==> config.mk <==
export PLATFORM = sky130hd
export DESIGN_NAME = parity_sched
export DESIGN_NICKNAME = d
export VERILOG_FILES = /design/src/rtl/parity_sched_pkg.sv /design/src/rtl/parity_acc.sv /design/src/rtl/parity_sched.sv
export SDC_FILE = /design/constraint.sdc
export NUM_CORES = 1
export LEC_CHECK = 0
export ABC_AREA = 1
export BUFFER_PORTS_ARGS = -buffer_cell sky130_fd_sc_hd__buf_2
export CAP_MARGIN = 20
export CORE_MARGIN = 2
export CORE_UTILIZATION = 30
export CTS_BUF_LIST = sky130_fd_sc_hd__clkbuf_4 sky130_fd_sc_hd__clkbuf_8 sky130_fd_sc_hd__clkbuf_16
export CTS_CLUSTER_DIAMETER = 120
export DETAILED_ROUTE_END_ITERATION = 10
export GPL_TIMING_DRIVEN = 0
export PLACE_DENSITY_LB_ADDON = 0.2
export SLEW_MARGIN = 20
export SYNTH_ARGS = -nofsm -noshare
export SYNTH_HDL_FRONTEND = slang
export SYNTH_SLANG_ARGS = --single-unit
==> constraint.sdc <==
create_clock -name clock -period 2.7 [get_ports clock]
set_clock_uncertainty 0.15 [all_clocks]
set_input_delay 0.405 -clock clock [delete_from_list [all_inputs] [get_ports clock]]
set_output_delay 0.405 -clock clock [all_outputs]
set_load 0.05 [all_outputs]
==> src/rtl/parity_sched_pkg.sv <==
// Shared types and helpers for the parity_sched block: FSM state encoding,
// id-width sizing and round-robin index stepping.
package parity_sched_pkg;

  typedef logic [1:0] state_t;

  localparam state_t ST_IDLE   = 2'd0;
  localparam state_t ST_SHIFT  = 2'd1;
  localparam state_t ST_APPEND = 2'd2;
  localparam state_t ST_DONE   = 2'd3;

  // A single requester would give $clog2 == 0, so clamp to one bit.
  function automatic int id_width(input int n);
    if (n <= 2) return 1;
    return $clog2(n);
  endfunction

  function automatic int rr_next(input int idx, input int n);
    return (idx >= n - 1) ? 0 : idx + 1;
  endfunction

endpackage

==> src/rtl/parity_acc.sv <==
// One-bit serial parity accumulator: p is the running XOR of x over enabled
// cycles since the last clr; clr wins over en.
module parity_acc (
  input  logic clock,
  input  logic reset,
  input  logic clr,
  input  logic en,
  input  logic x,
  output logic p
);

  logic r_p;

  always_ff @(posedge clock or posedge reset) begin
    if (reset)      r_p <= 1'b0;
    else if (clr)   r_p <= 1'b0;
    else if (en)    r_p <= r_p ^ x;
  end

  assign p = r_p;

endmodule

==> src/rtl/parity_sched.sv <==
// Round-robin scheduler feeding one shared serial parity accumulator.
// Optional macro PARITY_SCHED_APPEND_EN appends the parity bit to the serial stream.
module parity_sched
  import parity_sched_pkg::*;
#(
  parameter  int N_REQ = 4,
  parameter  int WIDTH = 8,
  localparam int ID_W  = id_width(N_REQ)
) (
  input  logic                   clock,
  input  logic                   reset,
  input  logic [N_REQ-1:0]       req,
  input  logic [N_REQ*WIDTH-1:0] data,
  output logic [N_REQ-1:0]       gnt,
  output logic                   busy,
  output logic                   bit_out,
  output logic                   bit_valid,
  output logic                   par_out,
  output logic                   par_valid,
  output logic [ID_W-1:0]        par_id
);

  localparam int CNT_W = $clog2(WIDTH);

  state_t           r_state;
  logic [ID_W-1:0]  r_ptr;
  logic [ID_W-1:0]  r_id;
  logic [ID_W-1:0]  r_par_id;
  logic [CNT_W-1:0] r_cnt;
  logic [WIDTH-1:0] r_word;
  logic             r_par_hold;

  logic             w_any;
  logic [ID_W-1:0]  w_win;
  logic [N_REQ-1:0] w_gnt;
  logic             w_start;
  logic             w_acc;
  logic             w_bit;
  logic             w_bit_vld;
  logic             w_done;

  // Arbiter: first set request at or after the pointer, wrapping.
  always_comb begin
    int idx;
    idx   = 0;
    w_any = 1'b0;
    w_win = '0;
    w_gnt = '0;
    for (int k = 0; k < N_REQ; k++) begin
      idx = int'(r_ptr) + k;
      if (idx >= N_REQ) idx = idx - N_REQ;
      if (!w_any && req[idx]) begin
        w_any = 1'b1;
        w_win = ID_W'(idx);
      end
    end
    if (w_any) w_gnt[w_win] = 1'b1;
  end

  assign w_start = (r_state == ST_IDLE) && w_any;
  assign w_done  = (r_state == ST_DONE);

  always_ff @(posedge clock or posedge reset) begin
    if (reset) begin
      r_state    <= ST_IDLE;
      r_ptr      <= '0;
      r_cnt      <= '0;
      r_par_hold <= 1'b0;
      r_par_id   <= '0;
    end else begin
      case (r_state)
        ST_IDLE: begin
          if (w_any) begin
            r_state <= ST_SHIFT;
            r_cnt   <= '0;
          end
        end
        ST_SHIFT: begin
          if (r_cnt == CNT_W'(WIDTH - 1)) begin
            r_cnt <= '0;
`ifdef PARITY_SCHED_APPEND_EN
            r_state <= ST_APPEND;
`else
            r_state <= ST_DONE;
`endif
          end else begin
            r_cnt <= r_cnt + 1'b1;
          end
        end
`ifdef PARITY_SCHED_APPEND_EN
        ST_APPEND: r_state <= ST_DONE;
`endif
        ST_DONE: begin
          r_ptr      <= ID_W'(rr_next(int'(r_id), N_REQ));
          r_par_hold <= w_acc;
          r_par_id   <= r_id;
          r_state    <= ST_IDLE;
        end
        default: r_state <= ST_IDLE;
      endcase
    end
  end

  // Word and id are pure data; bit_out/par_id are gated by state, so no reset.
  always_ff @(posedge clock) begin
    if (w_start) begin
      r_word <= data[int'(w_win)*WIDTH +: WIDTH];
      r_id   <= w_win;
    end
  end

  always_comb begin
    w_bit     = 1'b0;
    w_bit_vld = 1'b0;
    case (r_state)
      ST_SHIFT: begin
        w_bit     = r_word[r_cnt];
        w_bit_vld = 1'b1;
      end
`ifdef PARITY_SCHED_APPEND_EN
      ST_APPEND: begin
        w_bit     = w_acc;
        w_bit_vld = 1'b1;
      end
`endif
      default: begin
        w_bit     = 1'b0;
        w_bit_vld = 1'b0;
      end
    endcase
  end

  parity_acc u_acc (
    .clock (clock),
    .reset (reset),
    .clr   (w_start),
    .en    (r_state == ST_SHIFT),
    .x     (w_bit),
    .p     (w_acc)
  );

  assign gnt       = (r_state == ST_IDLE) ? w_gnt : '0;
  assign busy      = (r_state != ST_IDLE);
  assign bit_out   = w_bit;
  assign bit_valid = w_bit_vld;
  assign par_valid = w_done;
  assign par_out   = w_done ? w_acc : r_par_hold;
  assign par_id    = w_done ? r_id  : r_par_id;

endmodule
==> out/qor.log <==
qor: route.via_count 1572
qor: timing.total_negative_setup_slacks 0 ns
qor: route.route.detailed.drc 0
qor: final_layout.layout_commonest_cell sky130_fd_sc_hd__nand2_1
qor: die.placeable_core_region 0.00514 sq mm
qor: setup_path.cpPeakStageDelay 0.40 ns
qor: route.initialDrtViolationCount 53
qor: timing.period_share 0.952
qor: cts.worst_skew_pair_latency 0.25 ns
qor: die.die-height 77.2 um
qor: global_routing.globalRouteOverflowTotal 0
qor: global_routing.combined_global_route_utilization_of_all_metal_layers 0.127
qor: synthesis.yosysSeqAreaShare 0.358
qor: synthesis.syn-instance-count 220
qor: cts.clock_path_buffers 2
qor: timing.final_period_minus_worst_setup_slack 2.57 ns
qor: route.detail_route.wl_per_cell 10.3 um
qor: final_layout.insertedDiodeCount 0
qor: route.postRouteAntennaNets 0
qor: final_layout.layout_common_cells 87 x sky130_fd_sc_hd__nand2_1, 48 x sky130_fd_sc_hd__buf_2, 19 x sky130_fd_sc_hd__nand2_2
qor: cts.cts.sink_count 21
qor: setup_path.cp-start-kind register
qor: placed_design.gp_congestion 0.821
qor: synthesis.synth.top_cell.area_share 0.215
qor: setup_path.timing.critical_path.fanout_max 5
qor: placed_design.placed_cells_incl_taps 338
qor: synthesis.synth-seq-cells 21
qor: final_layout.layout-drive-gt1-share 0.391
qor: die.die_area 0.00597 sq mm
qor: die.fp.dieW 77.2 um
qor: final_layout.final-instance-count-excl-fill 359
qor: placed_design.hpwl 2.74 mm
qor: die.num_rows 26
qor: timing.final_hold_viol_count 0
qor: setup_path.largest_delay_share_family_worst_path simple AND/OR/NAND/NOR gates
qor: cts.cts-root-buf sky130_fd_sc_hd__clkbuf_8
qor: synthesis.ys.warnings.count 0
qor: route.first_drt_pass_iteration_count 4
qor: global_routing.grt_pass1_vias 1445
qor: setup_path.worst_path_most_repeated_cell sky130_fd_sc_hd__nand2_1
qor: die.floorplan.io_pins 49
qor: synthesis.synthDominantAreaCellType sky130_fd_sc_hd__nand2_1
qor: final_layout.layout-area-overhead-vs-synth 36.5%
qor: setup_path.worstPathRequired 2.14 ns
qor: timing.rsz0062_at_grt false
qor: route.detail_route.vias_per_cell 4.38
qor: synthesis.postSynthNetCount 261
qor: timing.finalSetupViolations 0
qor: global_routing.grt_pass1_wl 6.24 mm
qor: synthesis.post_synth_main_area_contributors sky130_fd_sc_hd__nand2_1 21%, sky130_fd_sc_hd__edfxtp_1 19%, sky130_fd_sc_hd__dfrtp_1 17%
qor: final_layout.final_net_count 331
qor: cts.cts_tree built
qor: setup_path.worstPathBufferInverterCount 4
qor: timing.fmax 389 MHz
qor: setup_path.critPathArrivalTime 2.02 ns
qor: synthesis.syn_area_per_cell 7.31 sq um
qor: placed_design.place.port_buffers 48
qor: timing.worstMarginPinSlew 0.531 ns
qor: route.routed_wl 3.71 mm
qor: die.initial_utilization 0.313
qor: timing.report.final.slew_viol_count 0
qor: synthesis.synth.cell_area 0.00161 sq mm
qor: synthesis.netlist-cell-type-count 25
qor: setup_path.cp_cell_sequence buf_6, buf_4, nand2_1, nand2_1, nand2_1, nand2_2, nand2_4, nand2_2, nand2_4, nand3_4, buf_12, nor3_2, buf_6
qor: global_routing.maximum_number_of_pins_on_one_net_before_global_route_repair 13
qor: timing.timing.slew.headroom 0.644
qor: setup_path.critPathKind register to primary output
qor: cts.htree_num_levels 1
qor: cts.path_clk_slew 0.07 ns
qor: setup_path.critPathCaptureType primary output
qor: cts.cts-buffers-inserted 3
qor: status.outcome finished clean
qor: hold_path.holdCritPathClass register to register
qor: flow_run.drv_cap 0
qor: setup_path.critPathSlowestCell sky130_fd_sc_hd__dfrtp_1
qor: global_routing.antenna_violations_before_repair 0
layout make-up:
cell class / instances / area, sq um
clock inverters: 1 / 5.00
repair buffers: 65 / 397
clock buffers: 3 / 41.3
inverters: 22 / 100
plain buffers: 6 / 57.6
well taps: 70 / 87.6
fillers: 550 / 2940
multi-input cells: 171 / 932
flip-flops and latches: 21 / 576
flip-flops by register name (all words and copies together), names as in the netlist:
signal and cells:
r_word 8, r_cnt 3, r_id 2, r_par_id 2
r_ptr 2, r_state 2, r_par_hold 1, u_acc.p 1
layer usage:
layer	vias up	track usage	wire (um)
li1	853	-	-
met1	663	0.179	1900
met2	52	0.196	1550
met3	4	0.0224	220
met4	0	0.0429	44
met5	-	0	0
metrics by stage:
stage               hold WS [ns]  setup WS [ns]  area [sq um]  utilization
floorplan                  0.107          0.104          1610            -
global placement           0.266          0.118          1940        0.377
detailed placement         0.274          0.141          1940        0.377
CTS                        0.338        0.00819          2030        0.395
global route               0.355        0.00309          2200        0.427
finish                     0.334          0.129          2200        0.427
repair_timing:
action	in CTS	in global routing
gates cloned	0	1
buffers inserted	2	13
pin swaps	2	5
hold buffers	1	0
resized for setup	7	15
endpoints found under the setup margin	4	4
endpoints found under the hold margin	11	0
Yosys cell counts (all sizes together):
master / instances
nand4: 16
nor2: 15
buf: 6
dfrtp: 11
o21ai: 10
ha: 3
edfxtp: 10
nand2: 110
inv: 22
nor3: 4
o211ai: 2
nand3: 10
o22ai: 1
tightest hold or removal path: cells and delay by family (launching register included):
family	cells	cell delay, ns
AND/OR/NAND/NOR	2	0.12
flip-flops	1	0.33
path summary, 6_finish.rpt:
check / startpoint / endpoint / slack, ns / cells past startpoint
worst min-delay path: r_par_hold / r_par_hold / 0.33 / 2
worst max-delay path: r_ptr[0] / gnt[3] / 0.13 / 13
min in group asynchronous: reset / r_state[1] / 0.53 / 3
max in group asynchronous: reset / r_cnt[1] / 1.59 / 3
worst min register to register: r_par_hold / r_par_hold / 0.33 / 2
worst max register to register: r_ptr[0] / r_word[1] / 0.34 / 18
kinds of logic after synthesis:
group / share of synthesized area
buffers and inverters: 0.0910
AO/OA/AOI/OAI: 0.0467
AND/OR/NAND/NOR: 0.481
flip-flops: 0.358
adder cells (fa/ha/maj): 0.0233
Power is left out: the tool's default activity adds up to more than one toggle a clock period on the data nets, which glitch-free logic cannot reach.
